**src/rtl/cu_pkg.sv**
```systemverilog
// Shared constants for the multi-cycle control unit: opcodes, state encoding,
// datapath mux selects and the control bundle driven into the datapath.
package cu_pkg;

  localparam logic [6:0] OP_RTYPE  = 7'h33;
  localparam logic [6:0] OP_ITYPE  = 7'h13;
  localparam logic [6:0] OP_LOAD   = 7'h03;
  localparam logic [6:0] OP_STORE  = 7'h23;
  localparam logic [6:0] OP_BRANCH = 7'h63;
  localparam logic [6:0] OP_JAL    = 7'h6F;
  localparam logic [6:0] OP_JALR   = 7'h67;
  localparam logic [6:0] OP_LUI    = 7'h37;
  localparam logic [6:0] OP_HALT   = 7'h7F;

  typedef enum logic [3:0] {
    S_FETCH     = 4'd0,
    S_DECODE    = 4'd1,
    S_EXEC_R    = 4'd2,
    S_EXEC_I    = 4'd3,
    S_ALU_WB    = 4'd4,
    S_MEM_ADDR  = 4'd5,
    S_MEM_READ  = 4'd6,
    S_MEM_WB    = 4'd7,
    S_MEM_WRITE = 4'd8,
    S_BRANCH    = 4'd9,
    S_JUMP      = 4'd10,
    S_LUI_WB    = 4'd11,
    S_HALT      = 4'd12,
    S_ILLEGAL   = 4'd13
  } state_e;

  localparam logic [1:0] M2R_ALUOUT = 2'b00;
  localparam logic [1:0] M2R_MDR    = 2'b01;
  localparam logic [1:0] M2R_PC     = 2'b10;
  localparam logic [1:0] M2R_IMM    = 2'b11;

  localparam logic [1:0] ASB_REGB = 2'b00;
  localparam logic [1:0] ASB_ONE  = 2'b01;
  localparam logic [1:0] ASB_IMM  = 2'b10;

  localparam logic [1:0] ALUOP_ADD  = 2'b00;
  localparam logic [1:0] ALUOP_SUB  = 2'b01;
  localparam logic [1:0] ALUOP_FUNC = 2'b10;

  localparam logic [1:0] PCS_ALU    = 2'b00;
  localparam logic [1:0] PCS_ALUOUT = 2'b01;
  localparam logic [1:0] PCS_REGA   = 2'b10;

  typedef struct packed {
    logic       ir_write;
    logic       pc_write;
    logic       iord;
    logic       mem_read;
    logic       mem_write;
    logic       reg_write;
    logic [1:0] mem_to_reg;
    logic       alu_src_a;
    logic [1:0] alu_src_b;
    logic [1:0] alu_op;
    logic [1:0] pc_source;
    logic       halted;
    logic       illegal;
  } ctrl_t;

endpackage

```
**src/rtl/multicycle_control_unit_if.sv**
```systemverilog
// Control-unit <-> datapath bundle. master = control unit, slave = datapath.
interface multicycle_control_unit_if #(parameter int OPCODE_W = 7);
  logic [OPCODE_W-1:0] input_CU_Opcode;
  logic                input_CU_Zero;
  logic                input_CU_MemReady;
  logic                Output_CU_IRWrite;
  logic                Output_CU_PCWrite;
  logic                Output_CU_IorD;
  logic                Output_CU_MemRead;
  logic                Output_CU_MemWrite;
  logic                Output_CU_RegWrite;
  logic [1:0]          Output_CU_MemtoReg;
  logic                Output_CU_ALUSrcA;
  logic [1:0]          Output_CU_ALUSrcB;
  logic [1:0]          Output_CU_ALUOp;
  logic [1:0]          Output_CU_PCSource;
  logic                Output_CU_Halted;
  logic                Output_CU_Illegal;
  logic [3:0]          Output_CU_State;

  modport master (
    input  input_CU_Opcode, input_CU_Zero, input_CU_MemReady,
    output Output_CU_IRWrite, Output_CU_PCWrite, Output_CU_IorD, Output_CU_MemRead,
           Output_CU_MemWrite, Output_CU_RegWrite, Output_CU_MemtoReg, Output_CU_ALUSrcA,
           Output_CU_ALUSrcB, Output_CU_ALUOp, Output_CU_PCSource, Output_CU_Halted,
           Output_CU_Illegal, Output_CU_State
  );

  modport slave (
    output input_CU_Opcode, input_CU_Zero, input_CU_MemReady,
    input  Output_CU_IRWrite, Output_CU_PCWrite, Output_CU_IorD, Output_CU_MemRead,
           Output_CU_MemWrite, Output_CU_RegWrite, Output_CU_MemtoReg, Output_CU_ALUSrcA,
           Output_CU_ALUSrcB, Output_CU_ALUOp, Output_CU_PCSource, Output_CU_Halted,
           Output_CU_Illegal, Output_CU_State
  );
endinterface

```
**src/rtl/cu_output_decode.sv**
```systemverilog
// Combinational map from FSM state (plus opcode/Zero/MemReady) to datapath controls.
module cu_output_decode
  import cu_pkg::*;
#(
  parameter int OPCODE_W = 7
) (
  input  state_e              state,
  input  logic [OPCODE_W-1:0] opcode,
  input  logic                zero,
  input  logic                mem_ready,
  output ctrl_t               ctrl
);

  always_comb begin
    ctrl = '0;
    case (state)
      S_FETCH: begin
        // PC+1 is written back as the IR loads, so both enables track MemReady
        ctrl.mem_read  = 1'b1;
        ctrl.alu_src_b = ASB_ONE;
        ctrl.ir_write  = mem_ready;
        ctrl.pc_write  = mem_ready;
      end
      S_DECODE:   ctrl.alu_src_b = ASB_IMM;
      S_EXEC_R: begin
        ctrl.alu_src_a = 1'b1;
        ctrl.alu_op    = ALUOP_FUNC;
      end
      S_EXEC_I: begin
        ctrl.alu_src_a = 1'b1;
        ctrl.alu_src_b = ASB_IMM;
        ctrl.alu_op    = ALUOP_FUNC;
      end
      S_ALU_WB:   ctrl.reg_write = 1'b1;
      S_MEM_ADDR: begin
        ctrl.alu_src_a = 1'b1;
        ctrl.alu_src_b = ASB_IMM;
      end
      S_MEM_READ: begin
        ctrl.mem_read = 1'b1;
        ctrl.iord     = 1'b1;
      end
      S_MEM_WB: begin
        ctrl.reg_write  = 1'b1;
        ctrl.mem_to_reg = M2R_MDR;
      end
      S_MEM_WRITE: begin
        ctrl.mem_write = 1'b1;
        ctrl.iord      = 1'b1;
      end
      S_BRANCH: begin
        ctrl.alu_src_a = 1'b1;
        ctrl.alu_op    = ALUOP_SUB;
        ctrl.pc_source = PCS_ALUOUT;
        ctrl.pc_write  = zero;
      end
      S_JUMP: begin
        ctrl.reg_write  = 1'b1;
        ctrl.mem_to_reg = M2R_PC;
        ctrl.pc_write   = 1'b1;
        ctrl.pc_source  = (opcode == OP_JALR) ? PCS_REGA : PCS_ALUOUT;
      end
      S_LUI_WB: begin
        ctrl.reg_write  = 1'b1;
        ctrl.mem_to_reg = M2R_IMM;
      end
      S_HALT:    ctrl.halted  = 1'b1;
      S_ILLEGAL: ctrl.illegal = 1'b1;
      default:   ctrl = '0;
    endcase
  end

endmodule

```
**src/rtl/multicycle_control_unit.sv**
```systemverilog
// Main control FSM of the 16-bit multi-cycle CPU. Optional perf counters are
// enabled by defining CU_PERF_COUNTERS_EN.
module multicycle_control_unit
  import cu_pkg::*;
#(
  parameter int OPCODE_W = 7
) (
  input  logic CLK,
  input  logic RST_n,
  multicycle_control_unit_if.master cu
`ifdef CU_PERF_COUNTERS_EN
  ,
  output logic [31:0] Output_CU_CycleCount,
  output logic [31:0] Output_CU_InstrCount
`endif
);

  state_e state;
  ctrl_t  ctrl;

  always_ff @(posedge CLK) begin
    if (!RST_n) begin
      state <= S_FETCH;
    end else begin
      case (state)
        S_FETCH:  if (cu.input_CU_MemReady) state <= S_DECODE;
        S_DECODE: begin
          case (cu.input_CU_Opcode)
            OP_RTYPE:          state <= S_EXEC_R;
            OP_ITYPE:          state <= S_EXEC_I;
            OP_LOAD, OP_STORE: state <= S_MEM_ADDR;
            OP_BRANCH:         state <= S_BRANCH;
            OP_JAL, OP_JALR:   state <= S_JUMP;
            OP_LUI:            state <= S_LUI_WB;
            OP_HALT:           state <= S_HALT;
            default:           state <= S_ILLEGAL;
          endcase
        end
        S_EXEC_R, S_EXEC_I: state <= S_ALU_WB;
        // IR is stable until the next fetch, so LOAD/STORE can be re-read here
        S_MEM_ADDR:  state <= (cu.input_CU_Opcode == OP_STORE) ? S_MEM_WRITE : S_MEM_READ;
        S_MEM_READ:  if (cu.input_CU_MemReady) state <= S_MEM_WB;
        S_MEM_WRITE: if (cu.input_CU_MemReady) state <= S_FETCH;
        S_ALU_WB, S_MEM_WB, S_BRANCH, S_JUMP, S_LUI_WB: state <= S_FETCH;
        default: state <= state;
      endcase
    end
  end

  cu_output_decode #(.OPCODE_W(OPCODE_W)) u_dec (
    .state     (state),
    .opcode    (cu.input_CU_Opcode),
    .zero      (cu.input_CU_Zero),
    .mem_ready (cu.input_CU_MemReady),
    .ctrl      (ctrl)
  );

  // Fetch-side enables must not fire while reset is held
  assign cu.Output_CU_IRWrite  = ctrl.ir_write & RST_n;
  assign cu.Output_CU_PCWrite  = ctrl.pc_write & RST_n;
  assign cu.Output_CU_IorD     = ctrl.iord;
  assign cu.Output_CU_MemRead  = ctrl.mem_read;
  assign cu.Output_CU_MemWrite = ctrl.mem_write;
  assign cu.Output_CU_RegWrite = ctrl.reg_write;
  assign cu.Output_CU_MemtoReg = ctrl.mem_to_reg;
  assign cu.Output_CU_ALUSrcA  = ctrl.alu_src_a;
  assign cu.Output_CU_ALUSrcB  = ctrl.alu_src_b;
  assign cu.Output_CU_ALUOp    = ctrl.alu_op;
  assign cu.Output_CU_PCSource = ctrl.pc_source;
  assign cu.Output_CU_Halted   = ctrl.halted;
  assign cu.Output_CU_Illegal  = ctrl.illegal;
  assign cu.Output_CU_State    = state;

`ifdef CU_PERF_COUNTERS_EN
  logic frozen;
  logic instr_done;

  assign frozen     = (state == S_HALT) || (state == S_ILLEGAL);
  assign instr_done = (state inside {S_ALU_WB, S_MEM_WB, S_BRANCH, S_JUMP, S_LUI_WB}) ||
                      ((state == S_MEM_WRITE) && cu.input_CU_MemReady);

  always_ff @(posedge CLK) begin
    if (!RST_n) begin
      Output_CU_CycleCount <= '0;
      Output_CU_InstrCount <= '0;
    end else if (!frozen) begin
      Output_CU_CycleCount <= Output_CU_CycleCount + 32'd1;
      if (instr_done) Output_CU_InstrCount <= Output_CU_InstrCount + 32'd1;
    end
  end
`endif

endmodule

```
**src/flat_wrapper.sv**
```systemverilog
// flat-port wrapper written by rule: the top's interface ports become plain ports
module multicycle_control_unit_flat import cu_pkg::*;
#(
  parameter int OPCODE_W = 7
)
  (CLK, RST_n, cu_input_CU_Opcode, cu_input_CU_Zero, cu_input_CU_MemReady, cu_Output_CU_IRWrite, cu_Output_CU_PCWrite, cu_Output_CU_IorD, cu_Output_CU_MemRead, cu_Output_CU_MemWrite, cu_Output_CU_RegWrite, cu_Output_CU_MemtoReg, cu_Output_CU_ALUSrcA, cu_Output_CU_ALUSrcB, cu_Output_CU_ALUOp, cu_Output_CU_PCSource, cu_Output_CU_Halted, cu_Output_CU_Illegal, cu_Output_CU_State);
  multicycle_control_unit_if #(.OPCODE_W(OPCODE_W)) cu_i ();
  input  logic CLK;
  input  logic RST_n;
  input wire logic [$bits(cu_i.input_CU_Opcode)-1:0] cu_input_CU_Opcode;
  input wire logic [$bits(cu_i.input_CU_Zero)-1:0] cu_input_CU_Zero;
  input wire logic [$bits(cu_i.input_CU_MemReady)-1:0] cu_input_CU_MemReady;
  output wire logic [$bits(cu_i.Output_CU_IRWrite)-1:0] cu_Output_CU_IRWrite;
  output wire logic [$bits(cu_i.Output_CU_PCWrite)-1:0] cu_Output_CU_PCWrite;
  output wire logic [$bits(cu_i.Output_CU_IorD)-1:0] cu_Output_CU_IorD;
  output wire logic [$bits(cu_i.Output_CU_MemRead)-1:0] cu_Output_CU_MemRead;
  output wire logic [$bits(cu_i.Output_CU_MemWrite)-1:0] cu_Output_CU_MemWrite;
  output wire logic [$bits(cu_i.Output_CU_RegWrite)-1:0] cu_Output_CU_RegWrite;
  output wire logic [$bits(cu_i.Output_CU_MemtoReg)-1:0] cu_Output_CU_MemtoReg;
  output wire logic [$bits(cu_i.Output_CU_ALUSrcA)-1:0] cu_Output_CU_ALUSrcA;
  output wire logic [$bits(cu_i.Output_CU_ALUSrcB)-1:0] cu_Output_CU_ALUSrcB;
  output wire logic [$bits(cu_i.Output_CU_ALUOp)-1:0] cu_Output_CU_ALUOp;
  output wire logic [$bits(cu_i.Output_CU_PCSource)-1:0] cu_Output_CU_PCSource;
  output wire logic [$bits(cu_i.Output_CU_Halted)-1:0] cu_Output_CU_Halted;
  output wire logic [$bits(cu_i.Output_CU_Illegal)-1:0] cu_Output_CU_Illegal;
  output wire logic [$bits(cu_i.Output_CU_State)-1:0] cu_Output_CU_State;
  assign cu_i.input_CU_Opcode = cu_input_CU_Opcode;
  assign cu_i.input_CU_Zero = cu_input_CU_Zero;
  assign cu_i.input_CU_MemReady = cu_input_CU_MemReady;
  assign cu_Output_CU_IRWrite = cu_i.Output_CU_IRWrite;
  assign cu_Output_CU_PCWrite = cu_i.Output_CU_PCWrite;
  assign cu_Output_CU_IorD = cu_i.Output_CU_IorD;
  assign cu_Output_CU_MemRead = cu_i.Output_CU_MemRead;
  assign cu_Output_CU_MemWrite = cu_i.Output_CU_MemWrite;
  assign cu_Output_CU_RegWrite = cu_i.Output_CU_RegWrite;
  assign cu_Output_CU_MemtoReg = cu_i.Output_CU_MemtoReg;
  assign cu_Output_CU_ALUSrcA = cu_i.Output_CU_ALUSrcA;
  assign cu_Output_CU_ALUSrcB = cu_i.Output_CU_ALUSrcB;
  assign cu_Output_CU_ALUOp = cu_i.Output_CU_ALUOp;
  assign cu_Output_CU_PCSource = cu_i.Output_CU_PCSource;
  assign cu_Output_CU_Halted = cu_i.Output_CU_Halted;
  assign cu_Output_CU_Illegal = cu_i.Output_CU_Illegal;
  assign cu_Output_CU_State = cu_i.Output_CU_State;
  multicycle_control_unit #(.OPCODE_W(OPCODE_W)) u_core (.CLK(CLK), .RST_n(RST_n), .cu(cu_i));
endmodule
```
**config.mk**
```make
export PLATFORM = sky130hd
export DESIGN_NAME = multicycle_control_unit_flat
export DESIGN_NICKNAME = d
export VERILOG_FILES = /design/src/rtl/cu_pkg.sv /design/src/rtl/multicycle_control_unit_if.sv /design/src/rtl/cu_output_decode.sv /design/src/rtl/multicycle_control_unit.sv /design/src/flat_wrapper.sv
export SDC_FILE = /design/constraint.sdc
export NUM_CORES = 1
export LEC_CHECK = 0
export ABC_AREA = 0
export CAP_MARGIN = 10
export CORE_MARGIN = 5
export CORE_UTILIZATION = 41
export CTS_BUF_LIST = sky130_fd_sc_hd__clkbuf_8
export CTS_CLUSTER_SIZE = 8
export DETAILED_ROUTE_END_ITERATION = 10
export MAX_ROUTING_LAYER = met4
export PLACE_DENSITY = 0.86
export SLEW_MARGIN = 15
export SYNTH_ARGS = -nofsm -noshare
export SYNTH_HDL_FRONTEND = slang
export SYNTH_SLANG_ARGS = --single-unit
```
**constraint.sdc**
```tcl
create_clock -name CLK -period 4.7 [get_ports CLK]
set_input_delay 0.705 -clock CLK [delete_from_list [all_inputs] [get_ports CLK]]
set_output_delay 0.705 -clock CLK [all_outputs]
set_load 0.02 [all_outputs]
```
# Word-level counts from Yosys, hierarchy flattened

Index checks and enable logic that the tools add are counted.

Register bits: 4
Output and inout bits: 21

Equality and inequality tests: 25
Multiplexer cells: 20
Bitwise gates (word level): 2
Reductions and logical operators: 12

Operators by type and width:

| cell                                           | count |
|---|---|
| case mux 4 bit (7 select lines)                | 2 |
| == test 7 bit (second input constant)          | 4 |
| == test 4 bit (second input constant)          | 6 |
| == test 7 x 6 -> 1 bit (second input constant) | 3 |
| == test 4 x 3 -> 1 bit (second input constant) | 4 |
| two-way mux 4 bit                              | 4 |
| case mux 2 bit (2 select lines)                | 3 |
| OR reduction 2 bit                             | 5 |
| == test 4 x 2 -> 1 bit (second input constant) | 2 |
| two-way mux 1 bit                              | 8 |
| OR reduction 4 bit                             | 2 |
| == test 7 x 2 -> 1 bit (second input constant) | 1 |
| == test 7 x 5 -> 1 bit (second input constant) | 1 |
| nonzero test 7 bit                             | 1 |
| inequality test 2 bit (second input constant)  | 3 |
| case mux 2 bit (3 select lines)                | 1 |
| OR reduction 5 bit                             | 1 |
| == test 4 x 1 -> 1 bit (second input constant) | 1 |
| zero test 4 bit                                | 1 |
| AND reduction 4 bit                            | 1 |
| case mux 1 bit (3 select lines)                | 1 |
| OR reduction 3 bit                             | 1 |
| AND 1 bit                                      | 2 |
| two-way mux 2 bit                              | 1 |

# Logic depth before layout (Yosys ltp)

Depth after elaboration: 4
Depth in mapped cells: 6
Mapped depth without buffers: 4

# Modules after synthesis

From an unflattened synthesis, not the netlist that was laid out.

Cells, all modules: 93
Area, all modules: 683.2 sq um

Modules (own cells, without submodules):

| module                  | instances | cells an instance | area each (sq um) |
|---|---|---|---|
| multicycle_control_unit | 1         | 52                | 396.6 |
| cu_output_decode        | 1         | 41                | 286.5 |

# Worst setup path after synthesis

No wires, ideal clock.

Path type: input-to-output
Start point: input cu_input_CU_Opcode[5]
End point: output cu_Output_CU_PCSource[1]
Arrival time: 2.023 ns
Path slack: 1.972 ns
Cell stages on the path: 3
Path buffers: 0
Cells stage by stage: or2b_1 -> or4_1 -> nor3b_1

Longest elaborated chain between the ends: 3

RTL lines:

| item                            | RTL line               | RTL |
|---|---|---|
| from (decl)                     | flat_wrapper.sv:10     | `input wire logic [$bits(cu_i.input_CU_Opcode)-1:0] cu_input_CU_Opcode;` |
| == test 7 bit                   | cu_output_decode.sv:61 | `ctrl.pc_source = (opcode == OP_JALR) ? PCS_REGA : PCS_ALUOUT;` |
| two-way mux 2 bit               | cu_output_decode.sv:61 |  |
| case mux 2 bit (2 select lines) | cu_output_decode.sv:16 | `case (state)` |
| to (decl)                       | flat_wrapper.sv:23     | `output wire logic [$bits(cu_i.Output_CU_PCSource)-1:0] cu_Output_CU_PCSource;` |

No other way between the ends.

# Final worst setup path

Same ends and word-level chain as after synthesis.

==> metrics <==
CP endpoint kind=primary output; vias in the first global route=691; Critical Path RT=3990 ps; Hold Crit Depth=2; post-CTS setup buffer count=0; Critical Path AT=2820 ps; layout cells sized above 1=6.09%; RePlAce Congestion=0.844; WL/cell=15.2 um; r2r endpoint=u_core.cu.Output_CU_State[3]; Final Max Slew Viols=0; RSZ-0062 raised after global routing=false; reg-to-reg slack, setup=2710 ps; clock root buffer=clkbuf_8; Sink Count=4; cells on worst reg2reg path=4; hold_sp=u_core.cu.Output_CU_State[2]; Post-Syn Instances=87; final worst setup slack=1180 ps; Num CTS Buffers=3; die height=46.6 um; DRC Markers=0; status=completed; Area after DPL=855 um^2; IO Pins=32; clk_skew=4.62 ps; vias per cell=6.16; Mapped Nets=98; Final Cycle Share=75.0%; final WL=1.97 mm; Hold WC Path Type=flop to flop; synthesized area per cell=6.31 um^2; All-Layer GR Usage=20.8%; Detail Route met2 WL=934 um; Die Wd=46.6 um; worst rel slew slack=59.9%; hold_ws=787 ps; Worst Setup SP=cu_input_CU_Opcode[5]; total power=0.285 mW; worst r2r src=u_core.cu.Output_CU_State[2]; clock tree buffer depth=2; f_max=284 MHz; DRT Pass-1 Iters=4; overall die area=0.00217 mm^2; register area share after synthesis=14.6%; # nets final=128; Final Hold Fails=0; Congestion Overflow GR=0; Worst-Skew Late Latency=220 ps; highest routed layer=met4; CP max FO=5; Cell Area, Synth=549 um^2; post-synthesis cell type count=33; dpl ws=1180 ps; YS warnings=0; 1st-iter DRT viols=20; Port Buf Inserts=31; Starting Density=42.7%; setup violators final=0; critical path type=input pin to primary output; initial antenna violation count=0; M1 wire length=827 um; flip-flop and latch count after synthesis=4; final std cells w/o fill=130; diode count=0; post-route core utilization=69.7%; Max Cap Violations=0; Worst-Margin Slew=593 ps; design area=896 um^2; Power Density=318 mW/mm^2; Peak VDD IR=181 uV; Leakage=0.349 nW; post-cts sizing count=0; Met3 Wirelength=139 um; wire length of the first global-routing pass=3.11 mm; core box area=0.00128 mm^2; max reg flops=4; Hold Path Sink=u_core.cu.Output_CU_State[3]; crit path time final=3520 ps; CTS H-Tree Depth=1; Routed Antenna Nets=0; num rows=13; startpoint types=input pin; P&R area growth vs syn=63.1%; Fin Setup TNS=0 ps; via count=801; Cells after DPL=127; Reg clk slew, reported paths=30 ps; CTS tree=yes; cts hold-fix bufs=0; largest net degree at the start of global routing=20; post-detail-place hpwl=1.42 mm
==> layer usage <==
| metal | track usage (%) | vias up |
|---|---|---|
| li1 | - | 383 |
| met1 | 24.9 | 363 |
| met2 | 31.3 | 45 |
| met3 | 3.13 | 10 |
| met4 | 14.2 | 0 |
| met5 | - | - |
==> how the worst max path moves through the flow <==
stage,end,slack [ps],depth (start not counted)
6_report,cu_Output_CU_PCSource[1],1180,5
5_1_grt,cu_Output_CU_PCSource[1],1030,5
4_1_cts,cu_Output_CU_PCSource[1],1170,5
3_5_place_dp,cu_Output_CU_PCSource[1],1180,5
3_3_place_gp,cu_Output_CU_PCSource[1],1190,5
2_1_floorplan,cu_Output_CU_PCSource[1],1970,3
==> power by group <==
part,switching [mW],leakage (nW),internal [mW]
clock network,0.0191,0.0216,0.0547
registers,0.0215,0.0328,0.0392
logic,0.0792,0.295,0.0714
==> placed cells by master (no fill, tap or decap), types with 3 or more instances in the layout <==
cell type        netlist  final
nor2b_1                4      4
a21oi_1                8      8
o22ai_1                3      3
nand2_1                9      9
dfxtp_1                4      4
nor3_1                 7      7
inv_1                  3      3
and3_1                 6      6
clkbuf_8               0      3
nor2_1                 9      9
clkdlybuf4s50_1        0     31
==> critical path: stages <==
cell and delay [ps]:
clkdlybuf4s50_1 480, or2b_1 280, or4_1 530, nor3b_1 190
clkdlybuf4s50_1 630
==> cells by family (layout without fill, tap and decap cells) <==
family | count (synthesis) | count (layout) | synth area share (%)
flops | 4 | 4 | 14.6
xor+xnor | 1 | 1 | 1.59
simple gates | 47 | 47 | 45.1
compound gates | 26 | 26 | 32.3
buf+inv | 9 | 37 | 6.38
==> cell usage after synthesis <==
cell type  n  share of area [%]
or3b_2     1                1.6
nor2_1     9                6.1
o21a_1     1                1.4
dfxtp_1    4                 15
and2_1     1                1.1
nor3_1     7                6.4
a2111o_1   1                2.0
or2b_1     1                1.4
o22ai_1    3                3.4
or2_2      1                1.1
a41o_1     1                1.8
buf_2      1               0.91
o21ai_0    2                1.8
inv_1      3                2.0
and2b_2    1                1.6
nand2_1    9                6.1
o221ai_1   2                3.2
nand3_1    2                1.8
a21oi_1    8                7.3
clkbuf_1   5                3.4
o32ai_1    1                1.6
or3_1      1                1.1
nor3b_1    1                1.4
and3_1     6                6.8
a21o_1     2                2.7
a2111oi_0  1                1.6
xor2_1     1                1.6
o21ai_2    1                1.6
a31oi_1    2                2.3
nor2b_1    4                4.6
nand2b_1   1                1.1
or4_1      2                2.7
o311ai_0   1                1.6
==> area by class of cell <==
type                       count  area [um^2]
multi-input combinational     74          434
fill                         112          389
timing repair buffer          31          310
sequential                     4         80.1
clock buffer                   3         41.3
tap                           15         18.8
inverter                       3         11.3
No activity file was read; power rests on OpenSTA's default activity.
